## src/rtl/traffic_light_ctrl_n.sv

```systemverilog
// traffic_light_ctrl_n: N-way round-robin intersection light controller with tick-timed green/yellow/all-red phases.
// Define PED_WALK_EN to add the ped_req/walk pedestrian phase after all-red.
module traffic_light_ctrl_n #(
  parameter int NUM_DIR = 4,
  parameter int GREEN_MIN = 3,
  parameter int GREEN_MAX = 6,
  parameter int YELLOW_T = 2,
  parameter int ALLRED_T = 1,
  parameter int WALK_T = 4,
  parameter int CNT_W = 8,
  localparam int DW = $clog2(NUM_DIR)
) (
  input  logic                 clk,
  input  logic                 reset,
  input  logic                 tick,
  input  logic [NUM_DIR-1:0]   sensor,
`ifdef PED_WALK_EN
  input  logic                 ped_req,
  output logic                 walk,
`endif
  output logic [2*NUM_DIR-1:0] light,
  output logic [DW-1:0]        active_dir,
  output logic [1:0]           phase
);
  typedef enum logic [1:0] {GREEN = 2'b00, YELLOW = 2'b01, ALLRED = 2'b10, WALK = 2'b11} phase_t;
  phase_t phase_q, phase_d;
  logic [CNT_W-1:0] cnt_q, cnt_d;
  logic [DW-1:0] dir_q, dir_d, next_q, next_d, scan, idx;
  logic others, go_yellow, last, ped_go;
  always_comb begin
    scan = dir_q;
    idx = dir_q;
    for (int k = NUM_DIR - 1; k >= 1; k--) begin
      idx = DW'((int'(dir_q) + k) % NUM_DIR);
      if (sensor[idx]) scan = idx;
    end
  end
  assign others = |(sensor & ~(NUM_DIR'(1) << dir_q));
  assign go_yellow = phase_q == GREEN && others &&
                     (cnt_q >= CNT_W'(GREEN_MAX - 1) || (cnt_q >= CNT_W'(GREEN_MIN - 1) && !sensor[dir_q]));
  assign last = cnt_q == (phase_q == YELLOW ? CNT_W'(YELLOW_T - 1) :
                          phase_q == ALLRED ? CNT_W'(ALLRED_T - 1) : CNT_W'(WALK_T - 1));
  // Green count saturates so an uncontested green never wraps back below GREEN_MIN.
  always_comb begin
    phase_d = phase_q;
    cnt_d = cnt_q;
    dir_d = dir_q;
    next_d = next_q;
    if (tick) begin
      cnt_d = (phase_q == GREEN && cnt_q >= CNT_W'(GREEN_MAX - 1)) ? cnt_q : cnt_q + 1'b1;
      if (go_yellow) begin
        phase_d = YELLOW;
        cnt_d = '0;
        next_d = scan;
      end else if (phase_q != GREEN && last) begin
        cnt_d = '0;
        phase_d = phase_q == YELLOW ? ALLRED : (phase_q == ALLRED && ped_go) ? WALK : GREEN;
        dir_d = phase_d == GREEN ? next_q : dir_q;
      end
    end
  end
`ifdef PED_WALK_EN
  logic ped_q, ped_d;
  assign ped_d = (phase_d == WALK && phase_q != WALK) ? 1'b0 : ped_q | (ped_req && phase_q != WALK);
  assign ped_go = ped_q;
  assign walk = phase_q == WALK;
`else
  assign ped_go = 1'b0;
`endif
  always_ff @(posedge clk or posedge reset) begin
    if (reset) begin
      phase_q <= GREEN;
      cnt_q <= '0;
      dir_q <= '0;
      next_q <= '0;
`ifdef PED_WALK_EN
      ped_q <= 1'b0;
`endif
    end else begin
      phase_q <= phase_d;
      cnt_q <= cnt_d;
      dir_q <= dir_d;
      next_q <= next_d;
`ifdef PED_WALK_EN
      ped_q <= ped_d;
`endif
    end
  end
  for (genvar i = 0; i < NUM_DIR; i++) begin : g_lamp
    assign light[2*i+:2] = dir_q != DW'(i) ? 2'b00 :
                           phase_q == GREEN ? 2'b10 : phase_q == YELLOW ? 2'b01 : 2'b00;
  end
  assign active_dir = dir_q;
  assign phase = phase_q;
endmodule

```

## config.mk

```make
export PLATFORM = sky130hd
export DESIGN_NAME = traffic_light_ctrl_n
export DESIGN_NICKNAME = d
export VERILOG_FILES = /design/src/rtl/traffic_light_ctrl_n.sv
export SDC_FILE = /design/constraint.sdc
export NUM_CORES = 1
export LEC_CHECK = 0
export CAP_MARGIN = 0
export CORE_MARGIN = 2
export CORE_UTILIZATION = 30
export DETAILED_ROUTE_END_ITERATION = 8
export GPL_TIMING_DRIVEN = 0
export PLACE_DENSITY_LB_ADDON = 0.15
export SLEW_MARGIN = 20
export SYNTH_ARGS = -nofsm -noshare
export SYNTH_HDL_FRONTEND = slang
export SYNTH_SLANG_ARGS = --single-unit
```

## constraint.sdc

```tcl
create_clock -name clk -period 2.2 [get_ports clk]
set_input_delay 0.44 -clock clk [delete_from_list [all_inputs] [get_ports clk]]
set_output_delay 0.44 -clock clk [all_outputs]
set_load 0.05 [all_outputs]
```

# After elaboration in Yosys (flattened, before gate mapping)
# Cells that the tools add are included.
[word_totals] elab_cells=67 inputBits=7 reg_bits=14 output_inout_bits=12
[op_classes] shifts=1 muxes=25 n_addsub=4 eq_ne=7 bitwise_logic=3 n_reduce_logical=17 n_lt_le_gt_ge=6
[ops] op="2-bit 2-to-1 mux" count=13
[ops] op="8-bit 2-to-1 mux" count=3
[ops] op="2-bit by 3-bit < comparator with 1-bit output, second input constant" count=4
[ops] op="8-bit by 1-bit adder with 8-bit output, second input constant" count=1
[ops] op="1-bit binary-select mux with 2-bit select" count=4
[ops] op="8-bit by 2-bit equality test with 1-bit output" count=1
[ops] op="8-bit by 2-bit greater-or-equal comparator with 1-bit output, second input constant" count=1
[ops] op="8-bit by 3-bit greater-or-equal comparator with 1-bit output, second input constant" count=1
[ops] op="2-bit AND reduction" count=3
[ops] op="2-bit nonzero test" count=3
[ops] op="1-bit logical AND" count=5
[ops] op="1-bit 2-to-1 mux" count=5
[ops] op="2-bit adder, second input constant" count=2
[ops] op="4-bit AND" count=1
[ops] op="2-bit zero test" count=2
[ops] op="2-bit != test, second input constant" count=2
[ops] op="4-bit inverter" count=1
[ops] op="4-bit AND reduction" count=1
[ops] op="4-bit OR reduction" count=1
[ops] op="1-bit by 2-bit left shift with 4-bit output, first input constant" count=1
[ops] op="3-bit by 2-bit != test with 1-bit output, second input constant" count=1
[ops] op="2-bit by 1-bit adder with 2-bit output, second input constant" count=1
[ops] op="2-bit by 1-bit equality test with 1-bit output, second input constant" count=1
[ops] op="2-bit equality test, second input constant" count=1
[ops] op="other kinds (4)" count=4

# Depth between registers and ports, before layout
[logic_depth] word_depth=8 depth_mapped=8 mapped_depth_nobuf=7

# Least setup slack after synthesis
# Ideal clock, no wire load.
[synth_path] path_kind="flip-flop to flip-flop" from="register phase_q[0], in the netlist phase[0]" to="register phase_q[1], in the netlist phase[1]" t_arrival_ns=2.530 setup_ns=0.125 path_stages_with_launch=8 period_less_slack_ns=2.655 required_ns=2.075 path_buffers=0 slack_ns=-0.455 cell_sequence="dfrtp_1 inv_1 ha_1 or4_1 nor4_1 nor3_1 a211oi_2 mux2_2"
[synth_via] elab_chain_len=7 word_cells_on_any_way=15 classes_between="eq/ne: 3; mux: 5; reduce/logical: 7"
[synth_rtl] item="from (decl)" line="26" rtl="phase_t phase_q, phase_d;"
[synth_rtl] item="from (signal assigned)" line="80" rtl="phase_q <= phase_d;"
[synth_rtl] item="2-bit equality test"
[synth_rtl] item="2-bit 2-to-1 mux" line="42" rtl="phase_q == ALLRED ? CNT_W'(ALLRED_T - 1) : CNT_W'(WALK_T - 1));"
[synth_rtl] item="2-bit 2-to-1 mux" line="41" rtl="assign last = cnt_q == (phase_q == YELLOW ? CNT_W'(YELLOW_T - 1) :"
[synth_rtl] item="8-bit by 2-bit equality test with 1-bit output" line="41"
[synth_rtl] item="1-bit logical AND" line="55" rtl="end else if (phase_q != GREEN && last) begin"
[synth_rtl] item="2-bit nonzero test (no source line)"
[synth_rtl] item="2-bit AND reduction (no source line)"
# Several ways; a longest one is shown, not always the timed one. The select of a mux whose other input is x is not followed.
# A chain may end at the register's enable or synchronous reset.

# Final worst setup path
[layout_path] from="register cnt_q[3]" to="register cnt_q[5]"
[layout_via] elab_chain_len=6 word_cells_on_any_way=14 classes_between="add/sub: 1; order compare: 2; eq/ne: 2; mux: 3; reduce/logical: 6"
[layout_rtl] item="from (decl)" line="27" rtl="logic [CNT_W-1:0] cnt_q, cnt_d;"
[layout_rtl] item="from (signal assigned)" line="81" rtl="cnt_q <= cnt_d;"
[layout_rtl] item="8-bit by 2-bit greater-or-equal comparator with 1-bit output" line="40" rtl="(cnt_q >= CNT_W'(GREEN_MAX - 1) || (cnt_q >= CNT_W'(GREEN_MIN - 1) && !sensor[dir_q]));"
[layout_rtl] item="1-bit logical AND" line="40"
[layout_rtl] item="1-bit logical OR" line="40"
[layout_rtl] item="1-bit logical AND" line="39" rtl="assign go_yellow = phase_q == GREEN && others &&"
[layout_rtl] item="3-bit by 2-bit != test with 1-bit output (no source line)"
[layout_rtl] item="2-bit AND reduction (no source line)"
# Several ways; a longest one is shown, not always the timed one. The select of a mux whose other input is x is not followed.

==> summary.md <==
| Metric | Value |
|---|---|
| Ys async rst share | `1.00` |
| Tmin final | `2.16 ns` |
| Yosys warning count | `0` |
| Area after DPL | `0.00140 mm2` |
| Initial antenna violation count | `0` |
| Hpwl dp | `2.02 mm` |
| Top FF cell, synth | `dfrtp_1` |
| Worst Hold Class | `flop to flop` |
| Hold_ws | `0.514 ns` |
| Post-route design area | `0.00156 mm2` |
| Die width | `65.5 um` |
| RSZ-0062 raised after global routing | `true` |
| Final GP Congestion | `0.847` |
| Endpoints failing hold | `0` |
| Fin Setup TNS | `0 ns` |
| Die H | `65.5 um` |
| Synth-to-Final Area Change | `37.3%` |
| Number of global-route vias before repair | `962` |
| Fillers | `363` |
| First-pass GRT wire length | `4.64 mm` |
| Critical path data arrival time | `2.34 ns` |
| Sequential fraction of the synthesis area | `0.309` |
| Peak VDD IR | `0.748 mV` |
| Rel. slew slack | `0.627` |
| Simple-Gate Fraction of Synth Area | `0.235` |
| Mapped Cells | `128` |
| Cell family contributing the most delay on the critical path | `simple AND/OR/NAND/NOR gates` |
| Synth Area in XOR/XNOR | `0.0386` |
| # Max-Cap Violations | `0` |
| Required @ worst endpoint | `2.38 ns` |
| IO Pins | `19` |
| Worst slew pin tran | `0.558 ns` |
| CP Capture Type | `flop` |
| Crit path cell chain | `or3_4 > a2111o_1 > a31o_4 > or4_1 > a21oi_2` |
| Mean Syn Cell Area | `8.87 um2` |
| Layout Nets | `174` |
| Synthesized cell area | `0.00113 mm2` |
| Per-cell routed wire length | `13.3 um` |
| # DRC | `0` |
| Vias post-DR | `972` |
| Static leakage | `0.705 nW` |
| Largest family of logic cells by synthesized area | `simple AND/OR/NAND/NOR gates` |
| Largest net degree at the start of global routing | `15` |
| EDFF count, synth | `0` |
| Startpoint Class | `flop` |
| Status | `finished clean` |
| Antenna cells | `0` |
| Compound-Gate Fraction of Synth Area | `0.157` |
| Clock sink count | `14` |
| Core ar. | `0.00366 mm2` |
| Worst Skew | `0.00520 ns` |
| Post-synthesis mux area share | `0.0937` |
| Fmax | `463 MHz` |
| Pre-CTS setup slack | `-0.524 ns` |
| IO Port Bufs | `18` |
| CTS tree | `yes` |
| CP Max Fanout | `10` |
| #FFs+latches synth | `14` |
| CP max stage cell | `or4_1` |
| Root Driver | `clkbuf_8` |
| Max stage delay on crit path | `0.52 ns` |
| Post-Synth Adder-Cell Area | `0.121` |
| Post-route ant nets | `0` |
| Syn_nets | `146` |
| Max Transition Viols Final | `0` |
| Tcrit/Tclk final | `0.982` |
| Via/cell ratio | `4.79` |
| Layout cells sized above 1 | `0.303` |
| Clock buffer depth | `2` |
| Drt total wl | `2.70 mm` |
| Cell Pwr Density | `1540 mW/mm2` |
| Worst skew pair latency | `0.25 ns` |
| Most frequent cells in the layout | `13 x nand2_1, 10 x ha_1, 9 x inv_1` |
| Yosys cell types | `34` |
| Setup WS post-layout | `0.0406 ns` |
| Die area | `0.00429 mm2` |
| Commonest non-fill, non-tap cell in the layout | `nand2_1` |
| Setup violators final | `0` |
| Number of buffers created by CTS | `3` |
| Clock-pin transition on the worst setup and hold timing paths | `0.06 ns` |
| Site Rows | `22` |
| First-pass DRT Iterations | `4` |
| Critical path buffers and inverters | `0` |
| Initial Utilization | `0.310` |
| GR Overflow Total | `0` |
| H-tree depth | `1` |
| GRT Total Usage | `0.139` |
| First DRT Iteration DRCs | `52` |
| Final core occ | `0.425` |
| Critical path type | `flop to flop` |
## flip-flops by register name (all words and copies together), names as in the netlist
register    count
cnt_q           8
active_dir      2
next_q          2
phase           2
## through the flow
stage | cells | power [mW]
floorplan | 128 | 1.56
global placement | 194 | 1.92
detailed placement | 194 | 1.94
CTS | 201 | 2.26
global route | 203 | 2.59
finish | 203 | 2.40
## cells in the mapped netlist, drive strengths merged, types with 2 or more instances
cell type / number / area (um2)
a21oi: 7 / 35.0
a31oi: 2 / 12.5
and2: 8 / 50.1
clkbuf: 3 / 11.3
dfrtp: 14 / 350
ha: 11 / 138
inv: 11 / 41.3
mux2: 3 / 33.8
mux2i: 5 / 50.1
nand2: 13 / 48.8
nand2b: 2 / 12.5
nor2: 7 / 26.3
nor2b: 4 / 25.0
nor3: 3 / 15.0
nor4: 3 / 18.8
o21ai: 5 / 25.0
o22ai: 2 / 12.5
o31ai: 2 / 15.0
or3: 5 / 37.5
or4: 2 / 15.0
xnor2: 5 / 43.8
## final timing paths
path	from	endpoint	slack, ns	cells past startpoint
max in group asynchronous	reset	active_dir[1]	1.26	2
min in group asynchronous	reset	cnt_q[6]	0.54	2
worst min-delay path	next_q[1]	active_dir[1]	0.51	1
worst min register to register	next_q[1]	active_dir[1]	0.51	1
worst max register to register	cnt_q[3]	cnt_q[5]	0.04	5
worst max-delay path	cnt_q[3]	cnt_q[5]	0.04	5
## power breakdown
part           switching [mW]  leakage [nW]  internal, mW
Combinational           0.959         0.514         0.723
Sequential              0.121         0.168         0.373
Clock                  0.0951        0.0228         0.128
Total                    1.18         0.705          1.22
## repair_timing
| item | in CTS | in global routing |
|---|---|---|
| hold buffers | 0 | 0 |
| endpoints found under the setup margin | 17 | 13 |
| pin swaps | 3 | 1 |
| buffers inserted | 3 | 3 |
| gates resized for setup | 22 | 19 |
## routing by layer
metal,share of wire,global-route usage,vias to the layer above
met3,0.030,0.0411,0
met2,0.47,0.219,11
met1,0.50,0.190,460
met5,0,0,-
met4,0,0.0260,0
li1,-,-,501
## area by class of cell
class | count | area, um2 | share of cell area
tap | 48 | 60.1 | 0.0386
sequential | 14 | 359 | 0.231
inverter | 11 | 41.3 | 0.0265
multi-input combinational | 100 | 806 | 0.517
timing repair buffer | 24 | 228 | 0.146
buffer | 2 | 18.8 | 0.0120
clock buffer | 4 | 45.0 | 0.0289
## cell families after synthesis
logic type / after synthesis
AOI/OAI and AO/OA: 25
xor gates and xnor gates: 5
adders and majority gates: 11
buffers and inverters: 14
DFF: 14
muxes: 9
and+or+nand+nor: 50
Power figures use the tool's default switching activity.
